`src/rtl/y86_pkg.sv`:
```
// Shared Y86-64 definitions used by the instruction-memory writer and the
// fetch stage: instruction codes, instruction-memory size and the
// icode -> {legal, length} rule.
package y86_pkg;

    localparam logic [3:0] ICODE_HALT   = 4'h0;
    localparam logic [3:0] ICODE_NOP    = 4'h1;
    localparam logic [3:0] ICODE_RRMOVQ = 4'h2;
    localparam logic [3:0] ICODE_IRMOVQ = 4'h3;
    localparam logic [3:0] ICODE_RMMOVQ = 4'h4;
    localparam logic [3:0] ICODE_MRMOVQ = 4'h5;
    localparam logic [3:0] ICODE_OPQ    = 4'h6;
    localparam logic [3:0] ICODE_JXX    = 4'h7;
    localparam logic [3:0] ICODE_CALL   = 4'h8;
    localparam logic [3:0] ICODE_RET    = 4'h9;
    localparam logic [3:0] ICODE_PUSHQ  = 4'hA;
    localparam logic [3:0] ICODE_POPQ   = 4'hB;

    localparam int unsigned IMEM_DEPTH = 1024;

    // Returns {legal, len[3:0]}; len is 0 for illegal codes (C..F).
    function automatic logic [4:0] instr_len(input logic [3:0] icode);
        logic [4:0] r;
        case (icode)
            ICODE_HALT, ICODE_NOP, ICODE_RET:                  r = {1'b1, 4'd1};
            ICODE_RRMOVQ, ICODE_OPQ, ICODE_PUSHQ, ICODE_POPQ:  r = {1'b1, 4'd2};
            ICODE_IRMOVQ, ICODE_RMMOVQ, ICODE_MRMOVQ:          r = {1'b1, 4'd10};
            ICODE_JXX, ICODE_CALL:                             r = {1'b1, 4'd9};
            default:                                           r = {1'b0, 4'd0};
        endcase
        return r;
    endfunction

endpackage

```
`src/rtl/y86_instr_len.sv`:
```
// Combinational instruction-length decoder.
//   icode  in   4  instruction code
//   legal  out  1  icode is a defined Y86-64 instruction
//   len    out  4  encoded length in bytes (0 when illegal)
module y86_instr_len
    import y86_pkg::*;
(
    input  logic [3:0] icode,
    output logic       legal,
    output logic [3:0] len
);

    assign {legal, len} = instr_len(icode);

endmodule

```
`src/rtl/y86_imem_writer.sv`:
```
// Y86-64 instruction encoder/loader. Accepts one decoded instruction per
// handshake, serialises it into the byte image fetch parses, and writes it
// one byte per cycle into instruction memory at an auto-incrementing pointer.
//   clk, reset          clock, synchronous active-high reset
//   addr_load, addr_in  load the write pointer (IDLE only)
//   in_valid, in_ready  instruction handshake
//   icode, ifun, rA, rB, valC  decoded instruction fields
//   mem_we, mem_addr, mem_wdata  byte write port
//   wr_ptr              next free address
//   busy                high while emitting bytes
//   enc_error           1-cycle pulse: illegal icode rejected
//   ovf_error           1-cycle pulse: instruction would not fit
module y86_imem_writer
    import y86_pkg::*;
#(
    parameter int unsigned ADDR_W    = 10,
    parameter int unsigned MEM_DEPTH = IMEM_DEPTH
) (
    input  logic              clk,
    input  logic              reset,
    input  logic              addr_load,
    input  logic [ADDR_W-1:0] addr_in,
    input  logic              in_valid,
    output logic              in_ready,
    input  logic [3:0]        icode,
    input  logic [3:0]        ifun,
    input  logic [3:0]        rA,
    input  logic [3:0]        rB,
    input  logic [63:0]       valC,
    output logic              mem_we,
    output logic [ADDR_W-1:0] mem_addr,
    output logic [7:0]        mem_wdata,
    output logic [ADDR_W-1:0] wr_ptr,
    output logic              busy,
    output logic              enc_error,
    output logic              ovf_error
);

    localparam logic ST_IDLE = 1'b0;
    localparam logic ST_EMIT = 1'b1;
    localparam int unsigned PW = ADDR_W + 1;

    logic              state;
    logic              dec_legal;
    logic [3:0]        dec_len;
    logic              accept;
    logic [PW-1:0]     end_ext;
    logic              fits;

    logic [3:0]        lat_icode, lat_ifun, lat_ra, lat_rb;
    logic [63:0]       lat_valc;
    logic [3:0]        lat_len;
    logic [ADDR_W-1:0] start_addr;
    logic [3:0]        idx;

    logic              has_regs;
    logic [2:0]        vidx;
    logic [7:0]        byte_sel;

    y86_instr_len u_len (
        .icode (icode),
        .legal (dec_legal),
        .len   (dec_len)
    );

    assign in_ready = (state == ST_IDLE) && !addr_load;
    assign accept   = in_valid && in_ready;

    // One extra bit so an instruction ending exactly at MEM_DEPTH still fits.
    assign end_ext = {1'b0, wr_ptr} + PW'(dec_len);
    assign fits    = end_ext <= PW'(MEM_DEPTH);

    always_ff @(posedge clk) begin
        if (reset) begin
            state      <= ST_IDLE;
            wr_ptr     <= '0;
            idx        <= '0;
            start_addr <= '0;
            lat_icode  <= '0;
            lat_ifun   <= '0;
            lat_ra     <= '0;
            lat_rb     <= '0;
            lat_valc   <= '0;
            lat_len    <= '0;
            enc_error  <= 1'b0;
            ovf_error  <= 1'b0;
        end else begin
            enc_error <= 1'b0;
            ovf_error <= 1'b0;
            case (state)
                ST_IDLE: begin
                    if (addr_load) begin
                        wr_ptr <= addr_in;
                    end else if (accept) begin
                        if (!dec_legal) begin
                            enc_error <= 1'b1;
                        end else if (!fits) begin
                            ovf_error <= 1'b1;
                        end else begin
                            lat_icode  <= icode;
                            lat_ifun   <= ifun;
                            lat_ra     <= rA;
                            lat_rb     <= rB;
                            lat_valc   <= valC;
                            lat_len    <= dec_len;
                            start_addr <= wr_ptr;
                            idx        <= '0;
                            state      <= ST_EMIT;
                        end
                    end
                end
                default: begin
                    if (idx == 4'(lat_len - 4'd1)) begin
                        state  <= ST_IDLE;
                        idx    <= '0;
                        // Truncation wraps the pointer to 0 at end of memory.
                        wr_ptr <= start_addr + ADDR_W'(lat_len);
                    end else begin
                        idx <= idx + 4'd1;
                    end
                end
            endcase
        end
    end

    // Byte select: opcode, then optional register byte, then valC little-endian.
    always_comb begin
        has_regs = (lat_len == 4'd2) || (lat_len == 4'd10);
        vidx     = has_regs ? 3'(idx - 4'd2) : 3'(idx - 4'd1);
        byte_sel = '0;
        if (idx == 4'd0)
            byte_sel = {lat_icode, lat_ifun};
        else if (has_regs && idx == 4'd1)
            byte_sel = {lat_ra, lat_rb};
        else
            byte_sel = lat_valc[{vidx, 3'b000} +: 8];
    end

    assign busy      = (state == ST_EMIT);
    assign mem_we    = busy;
    assign mem_addr  = busy ? start_addr + ADDR_W'(idx) : '0;
    assign mem_wdata = busy ? byte_sel : '0;

endmodule

```
`config.mk`:
```
export PLATFORM = sky130hd
export DESIGN_NAME = y86_imem_writer
export DESIGN_NICKNAME = d
export VERILOG_FILES = /design/src/rtl/y86_pkg.sv /design/src/rtl/y86_instr_len.sv /design/src/rtl/y86_imem_writer.sv
export SDC_FILE = /design/constraint.sdc
export NUM_CORES = 1
export LEC_CHECK = 0
export CAP_MARGIN = 40
export CORE_MARGIN = 4
export CORE_UTILIZATION = 45
export CTS_BUF_LIST = sky130_fd_sc_hd__clkbuf_8
export DETAILED_ROUTE_END_ITERATION = 10
export PLACE_DENSITY = 0.72
export SLEW_MARGIN = 20
export SYNTH_ARGS = -nofsm -noshare
export SYNTH_HDL_FRONTEND = slang
export SYNTH_HIERARCHICAL = 1
export SYNTH_SLANG_ARGS = --single-unit
```
`constraint.sdc`:
```
create_clock -name clk -period 6 [get_ports clk]
set_clock_uncertainty 0.2 [all_clocks]
set_input_delay 0.6 -clock clk [delete_from_list [all_inputs] [get_ports clk]]
set_output_delay 0.6 -clock clk [all_outputs]
set_load 0.01 [all_outputs]
```
==> impl_metrics.yaml, run 1 <==
synthesis:
  synthDistinctLibCells: 54
  synth_seq_cells: 111
  synth_area_leaders: "dfxtp_1 34%, nand2b_1 11%, o21ai_0 7.6%, nor2b_1 7.1%, mux2i_1 4.8%"
  async_flop_share: 0
  synth_warnings: 6
  syn_area_um2: 6630
  synth_edf_count: 0
  synth_area_per_cell_um2: 7.92
  syn_nets: 952
  synth_top_area_cell: "dfxtp_1"
  ys_seq_area_frac: 0.335
  netlist_instances: 837
  synth_common_cells: "114 x nand2b_1, 111 x dfxtp_1, 101 x o21ai_0"
  synth_top_area_frac: 0.335
  synth-main-ff-cell: "dfxtp_1"
  synth.most_common_cell: "nand2b_1"
die:
  io_pins: 127
  core_area_um2: 14500
  die_h_um: 129
  initial_core_util: 0.458
  die-area_um2: 16700
  rows: 44
  die_x_um: 129
routing:
  drtPass1Iterations: 5
  drtAntennaViolNets: 0
  viasPerCell: 5.39
  wl_per_cell_um: 16.2
  drt-total-wl_um: 18000
  drt_iter0_markers: 502
  vias: 5979
  drc: 0
sta:
  setup_viol: 0
  min_period_over_period: 0.770
  relSlewSlack: 0.464
  rsz0062_at_grt: "false"
  slew_viol_final: 0
  worst_pin_slew_ns: 0.798
  report.final.hold_viol_count: 0
  fin_tns_setup_ns: 0
  fmax_ghz: 0.216
  layout_min_cycle_time_ns: 4.62
layout:
  drive_above_1_share: 0.0389
  fin_util: 0.563
  areaGrowthSynthToFinish_pct: 22.8
  fin_nets: 1035
  n_antenna_cell: 0
worst_setup_path:
  cp-start-kind: "register"
  cp-end-kind: "output port"
  critPathKind: "reg -> out"
  worstPathMaxFanout: 30
  r2r_start: "wr_ptr[0]"
  required_ns: 5.20
  arrival_ns: 3.82
  cp_cell_sequence: "inv_1, ha_1, xnor2_1, mux2_2, mux2i_1, a32oi_1, and3_1, a221o_1, clkdlybuf4s50_1"
  crit_path_top_delay_cell: "mux2_2"
  max_stage_delay_ns: 0.63
  startpoint: "idx[0]"
power_and_ir_drop:
  pwr-share-clk: 0.318
  ir_worst_vdd_mv: 0.103
  p_leak_uw: 0.00293
  pwr-share-comb: 0.185
  p_switching_uw: 436
  sw_frac_of_total: 0.270
  power_density_nw_per_um2: 198
  totalPowerFinal_uw: 1610
  intPower_uw: 1180
  power_frac_seq: 0.497
cts:
  cts_htree_levels: 3
  hold_buffers: 0
  cts-root-buf: "clkbuf_8"
  ctsResizeCount: 0
  cts_buffer_depth: 2
  clk_latency_ns: 0.39
  cts_sinks: 111
  numCtsBuffers: 9
  post-cts-setup-buffers: 0
  cts_tree: "done"
  clk_pin_slew_ns: 0.10
min_path:
  hp-class: "reg -> reg"
  hold_start: "lat_ra[0]"
placement:
  dpl.hpwl_um: 12700
  io_buffers: 126
  routabilityCongestion: 0.853
outcome:
  status: "finished clean"
job:
  cap_viol_max_count: 0
grt:
  grt_pass1_wl_um: 28600
  overflow: 0
  antenna_found_initial: 0
  grt_use_total: 0.215
  grt_max_degree: 91
  grt_pass1_vias: 5577
-- flip-flops by register name, summed over array words and instances, names as in the netlist --
signal	flops
idx	4
ovf_error	1
lat_len	4
lat_valc	64
lat_ra	4
start_addr	10
busy	1
lat_icode	4
enc_error	1
lat_ifun	4
lat_rb	4
wr_ptr	10
-- worst max-delay path, delay by kind of cell, from the launching register on --
kind	cells	cell delay [ns]
flops	1	0.62
simple gates	1	0.26
fa+ha+maj	1	0.30
mux	2	0.96
compound gates	2	0.34
buf+inv	2	0.67
xor+xnor	1	0.27
-- kinds of logic after synthesis --
group,count (synthesis),share of synthesized area
buf+inv,77,0.0532
fa+ha+maj,21,0.0430
mux,36,0.0555
xor+xnor,18,0.0238
simple gates,337,0.283
flops,111,0.335
other cells,1,0.000565
compound gates,236,0.206
-- layout by cell type, fill, tap and decap left out, drive strengths merged, types with 2 or more instances in the layout --
| cell type | Yosys | layout |
|---|---|---|
| nand2 | 66 | 66 |
| fa | 3 | 3 |
| o21ai | 160 | 160 |
| ha | 18 | 18 |
| a211oi | 5 | 5 |
| xnor2 | 9 | 9 |
| and3 | 9 | 9 |
| o211ai | 4 | 4 |
| o31ai | 3 | 3 |
| xor2 | 9 | 9 |
| o22ai | 2 | 2 |
| a21o | 5 | 5 |
| a311o | 2 | 2 |
| inv | 13 | 15 |
| dfxtp | 111 | 111 |
| mux2i | 33 | 33 |
| or2 | 2 | 2 |
| mux2 | 3 | 3 |
| o41ai | 3 | 3 |
| nand4 | 3 | 3 |
| clkbuf | 49 | 11 |
| and2 | 2 | 2 |
| a31oi | 8 | 8 |
| nand2b | 114 | 114 |
| or3 | 9 | 9 |
| nor2 | 26 | 26 |
| a221o | 8 | 8 |
| nand3 | 16 | 16 |
| buf | 15 | 11 |
| and4 | 2 | 2 |
| a21oi | 20 | 20 |
| nor3 | 5 | 5 |
| nor2b | 75 | 75 |
| o21a | 2 | 2 |
| clkdlybuf4s50 | 0 | 125 |
| nor3b | 4 | 4 |
| bufinv | 0 | 2 |
| a32oi | 8 | 8 |
-- metal layers --
layer / vias up / wire length (um) / GRT usage
met3: 26 / 1240 / 0.0342
li1: 3034 / - / -
met2: 184 / 8020 / 0.329
met5: - / 0 / 0
met4: 0 / 351 / 0.0686
met1: 2735 / 8390 / 0.310
-- stage by stage --
step | hold slack [ns] | cell area [um2] | worst slack, ns | std cells
3_3_place_gp | 0.257 | 7890 | 1.45 | 1090
2_1_floorplan | 0.249 | 6630 | 2.77 | 837
6_report | 0.279 | 8150 | 1.38 | 1109
5_1_grt | 0.296 | 8150 | 1.16 | 1109
3_5_place_dp | 0.269 | 7920 | 1.40 | 1093
4_1_cts | 0.282 | 8150 | 1.43 | 1109
-- final timing paths --
check	to	slack, ns	depth (start not counted)
setup / recovery	mem_wdata[3]	1.38	9
hold / removal	lat_ra[0]	0.28	2
setup reg to reg	lat_valc[52]	2.63	9
hold reg to reg	lat_ra[0]	0.28	2
-- power groups by stage --
stage	combinational, uW	clock [uW]	sequential, uW
3_3_place_gp	292	0	818
6_report	299	514	802
4_1_cts	300	520	801
5_1_grt	328	544	807
2_1_floorplan	178	0	809
3_5_place_dp	298	0	818
-- cell type report --
| class | count | area (um2) |
|---|---|---|
| inverters | 13 | 48.8 |
| repair buffers | 136 | 1350 |
| clock buffers | 11 | 151 |
| clock inverters | 5 | 72.6 |
| multi-input cells | 649 | 4070 |
| flip-flops and latches | 111 | 2220 |
| fillers | 1388 | 6330 |
| well taps | 184 | 230 |
No activity file was read; power rests on OpenSTA's default activity.
==> run 2, diff against run 1 <==
==> constraint.sdc (replaced) <==
create_clock -name clk -period 4.8 [get_ports clk]
set_clock_uncertainty 0.2 [all_clocks]
set_input_delay 0.48 -clock clk [delete_from_list [all_inputs] [get_ports clk]]
set_output_delay 0.48 -clock clk [all_outputs]
set_load 0.01 [all_outputs]
==> impl_metrics.yaml, run 2 (synthesized netlist as in run 1, its figures left out) <==
die:
  rows: 44
  core_area_um2: 14500
  die_x_um: 129
  die-area_um2: 16700
  initial_core_util: 0.458
  die_h_um: 129
  io_pins: 127
cts:
  cts_buffer_depth: 2
  cts_htree_levels: 3
  clk_pin_slew_ns: 0.10
  clk_latency_ns: 0.39
  cts_tree: "done"
  cts-root-buf: "clkbuf_8"
  hold_buffers: 0
  numCtsBuffers: 9
  post-cts-setup-buffers: 0
  cts_sinks: 111
  ctsResizeCount: 0
power_and_ir_drop:
  p_leak_uw: 0.00294
  p_switching_uw: 549
  totalPowerFinal_uw: 2010
  intPower_uw: 1460
  pwr-share-comb: 0.187
  sw_frac_of_total: 0.273
  pwr-share-clk: 0.314
  power_frac_seq: 0.499
  power_density_nw_per_um2: 246
  ir_worst_vdd_mv: 0.212
sta:
  relSlewSlack: 0.552
  setup_viol: 0
  slew_viol_final: 0
  fin_tns_setup_ns: 0
  report.final.hold_viol_count: 0
  fmax_ghz: 0.233
  layout_min_cycle_time_ns: 4.30
  min_period_over_period: 0.895
  worst_pin_slew_ns: 0.667
  rsz0062_at_grt: "false"
routing:
  wl_met3_um: 1200
  drc: 0
  top_layer: "met4"
  drtAntennaViolNets: 0
  drtPass1Iterations: 5
  drt_iter0_markers: 580
  routed-wl-met2_um: 8090
  viasPerCell: 5.40
  drt-total-wl_um: 18100
  wl_met1_um: 8620
  wl_per_cell_um: 16.3
  vias: 6010
min_path:
  hp-class: "reg -> reg"
  worstHoldPathCells: 2
  hold_end: "lat_ifun[3]"
  hold_start: "lat_ifun[3]"
layout:
  areaGrowthSynthToFinish_pct: 23.4
  final_cell_mix: "125 x clkdlybuf4s50_1, 114 x nand2b_1, 111 x dfxtp_1"
  n_antenna_cell: 0
  fin_nets: 1038
  max_flop_register: "lat_valc"
  layout_commonest_cell: "clkdlybuf4s50_1"
  largestRegisters: "lat_valc: 64 flops, start_addr: 10 flops, wr_ptr: 10 flops"
  largest_reg_flops: 64
  drive_above_1_share: 0.0431
job:
  cap_viol_max_count: 0
worst_setup_path:
  worstPathMaxFanout: 30
  reg2reg_slack_ns: 1.73
  cp-end-kind: "output port"
  rr_endpoint: "lat_valc[59]"
  required_ns: 4.12
  arrival_ns: 3.62
  cp-start-kind: "register"
  r2r_start: "wr_ptr[0]"
  rr_worst_depth: 9
  critPathKind: "reg -> out"
grt:
  grt_max_degree: 78
  overflow: 0
  grt_use_total: 0.217
  grt_pass1_wl_um: 28900
  grt_pass1_vias: 5585
  antenna_found_initial: 0
placement:
  io_buffers: 126
  dpl.hpwl_um: 12700
  routabilityCongestion: 0.918
outcome:
  status: "finished clean"
-- run 2: cell count changes in the layout (fill, tap and decap cells not counted), sizes merged --
cell and delta:
clkbuf -1, clkinvlp +1, inv -1, clkinv +1, buf +3
-- run 2: per-layer routing --
metal | track usage | vias up
met4 | 0.0451 | 0
met2 | 0.323 | 178
met5 | 0 | -
met1 | 0.320 | 2772
li1 | - | 3046
met3 | 0.0499 | 14
-- run 2: worst max path at each step --
stage / start / cells after the start / end / slack (ns)
after floorplan: icode[2] / 11 / lat_valc[49] / 1.69
after global placement: icode[2] / 11 / start_addr[4] / 0.73
after detailed placement: icode[2] / 11 / start_addr[4] / 0.69
after CTS: idx[1] / 9 / mem_wdata[2] / 0.52
after global routing: idx[1] / 9 / mem_wdata[4] / 0.27
final: idx[1] / 9 / mem_wdata[4] / 0.50
-- run 2: final cells by class --
type	count	area, um2
Inverter	13	48.8
Fill cell	1410	6290
Timing Repair Buffer	139	1390
Tap cell	184	230
Multi-Input combinational cell	649	4070
Sequential cell	111	2220
Clock buffer	10	138
Clock inverter	6	85.1
-- run 2: critical path: stages, from the launching register on --
cell	delay, ns
dfxtp_1	0.57
inv_1	0.14
ha_1	0.26
xnor2_1	0.22
mux2_2	0.63
mux2i_1	0.32
a32oi_1	0.07
and3_1	0.24
a221o_1	0.28
clkdlybuf4s50_1	0.49
-- run 2: through the flow --
stage	area, um2	hold WS, ns	util	instances	worst slack (ns)
CTS	8190	0.280	0.565	1112	0.517
finish	8190	0.279	0.565	1112	0.503
global placement	7930	0.257	0.548	1094	0.725
global route	8190	0.306	0.565	1112	0.268
detailed placement	7960	0.266	0.550	1096	0.685
floorplan	6630	0.249	-	837	1.69
-- run 2: power groups by stage --
stage / Combinational (uW) / Clock, uW / Sequential (uW)
2_1_floorplan: 223 / 0 / 1010
3_3_place_gp: 365 / 0 / 1030
3_5_place_dp: 374 / 0 / 1020
4_1_cts: 376 / 645 / 1000
5_1_grt: 414 / 680 / 1010
6_report: 377 / 633 / 1000
==> run 3, diff against run 2 <==
--- a/config.mk
+++ b/config.mk
@@ -6,7 +6,7 @@
 export NUM_CORES = 1
 export LEC_CHECK = 0
 export CAP_MARGIN = 40
-export CORE_MARGIN = 4
+export CORE_MARGIN = 8
 export CORE_UTILIZATION = 45
 export CTS_BUF_LIST = sky130_fd_sc_hd__clkbuf_8
 export DETAILED_ROUTE_END_ITERATION = 10
==> impl_metrics.yaml, run 3 (synthesized netlist as in run 1, its figures left out) <==
routing:
  vias: 5970
  drt-total-wl_um: 18300
  drtPass1Iterations: 5
  drc: 0
  drt_iter0_markers: 483
  viasPerCell: 5.36
  drtAntennaViolNets: 0
  wl_per_cell_um: 16.5
cts:
  cts-root-buf: "clkbuf_8"
  clk_latency_ns: 0.40
  cts_htree_levels: 3
  cts_buffer_depth: 2
  cts_tree: "done"
  clk_pin_slew_ns: 0.11
  cts_sinks: 111
  numCtsBuffers: 9
  post-cts-setup-buffers: 0
  ctsResizeCount: 0
  hold_buffers: 0
die:
  die_x_um: 137
  initial_core_util: 0.458
  die_h_um: 137
  io_pins: 127
  die-area_um2: 18900
  rows: 44
  core_area_um2: 14500
worst_setup_path:
  rr_endpoint: "start_addr[4]"
  cp-end-kind: "output port"
  r2r_start: "wr_ptr[0]"
  startpoint: "idx[1]"
  crit_path_top_delay_cell: "mux2_2"
  critPathKind: "reg -> out"
  rr_worst_depth: 9
  reg2reg_slack_ns: 1.52
  worstPathMaxFanout: 30
  cp-start-kind: "register"
  cp_cell_sequence: "inv_1, ha_1, xnor2_1, mux2_2, mux2i_1, a32oi_1, and3_1, a221o_1, clkdlybuf4s50_1"
  max_stage_delay_ns: 0.60
  required_ns: 4.12
  arrival_ns: 3.62
layout:
  areaGrowthSynthToFinish_pct: 22.8
  largest_reg_flops: 64
  layout_commonest_cell: "clkdlybuf4s50_1"
  largestRegisters: "lat_valc: 64 flops, start_addr: 10 flops, wr_ptr: 10 flops"
  postLayoutCellArea_um2: 8150
  max_flop_register: "lat_valc"
  fin_nets: 1039
  n_antenna_cell: 0
  final_cell_mix: "125 x clkdlybuf4s50_1, 114 x nand2b_1, 111 x dfxtp_1"
  drive_above_1_share: 0.0431
sta:
  min_period_over_period: 0.896
  worst_pin_slew_ns: 0.689
  slew_viol_final: 0
  rsz0062_at_grt: "false"
  fmax_ghz: 0.232
  report.final.hold_viol_count: 0
  layout_min_cycle_time_ns: 4.30
  setup_viol: 0
  fin_tns_setup_ns: 0
  relSlewSlack: 0.540
placement:
  io_buffers: 126
  place_area_um2: 7950
  dpl.hpwl_um: 13300
  routabilityCongestion: 0.917
power_and_ir_drop:
  p_leak_uw: 0.00293
  ir_worst_vdd_mv: 0.156
  power_density_nw_per_um2: 241
grt:
  grt_pass1_wl_um: 29300
  overflow: 0
  antenna_found_initial: 0
  grt_pass1_vias: 5623
  grt_max_degree: 65
  grt_use_total: 0.196
min_path:
  hp-class: "reg -> reg"
  hold_start: "lat_ifun[2]"
  hold_end: "lat_ifun[2]"
  worstHoldPathCells: 2
outcome:
  status: "finished clean"
job:
  cap_viol_max_count: 0
[run 3: cell types whose count changed in the layout (fill, tap and decap cells not counted), sizes merged]
cell      delta
inv          +3
clkinv       -2
buf          +1
bufinv       -1
clkbuf       -1
clkinvlp     +1
[run 3: layer usage]
metal | vias up | GRT usage | wire length (um)
met1 | 2716 | 0.278 | 8840
li1 | 3042 | - | -
met5 | - | 0 | 0
met4 | 0 | 0.0670 | 304
met2 | 191 | 0.293 | 8110
met3 | 21 | 0.0292 | 1090
[run 3: how the worst max path moves through the flow]
stage | to | slack, ns | cells past startpoint
detailed placement | start_addr[4] | 0.49 | 11
floorplan | lat_valc[49] | 1.69 | 11
finish | mem_wdata[3] | 0.50 | 9
CTS | mem_wdata[3] | 0.52 | 9
global route | mem_wdata[2] | 0.31 | 9
global placement | start_addr[4] | 0.58 | 11
[run 3: layout make-up]
class	count	area, um2
clock buffer	9	124
clock inverter	7	72.6
fill	1362	6330
inverter	13	48.8
multi-input combinational	649	4070
sequential	111	2220
tap	184	230
timing repair buffer	140	1380
[run 3: power breakdown]
group / internal, uW / switching, uW
Clock: 244 / 342
Combinational: 192 / 182
Sequential: 964 / 40.4
[run 3: worst max-delay path: cells and delay by family, from the launching register on]
family | cells | cell delay (ns)
buffers and inverters | 2 | 0.62
AOI/OAI and AO/OA | 2 | 0.36
muxes | 2 | 0.93
DFF | 1 | 0.56
xor gates and xnor gates | 1 | 0.22
adders and majority gates | 1 | 0.26
and+or+nand+nor | 1 | 0.26
[run 3: stage by stage]
stage	utilization	hold slack (ns)	std cells	setup WS [ns]	power, uW
after global routing	0.563	0.301	1113	0.307	2050
final	0.563	0.281	1113	0.497	1960
after floorplan	-	0.249	837	1.69	1230
after CTS	0.563	0.284	1113	0.518	1970
after detailed placement	0.549	0.267	1097	0.495	1400
after global placement	0.548	0.262	1096	0.578	1390
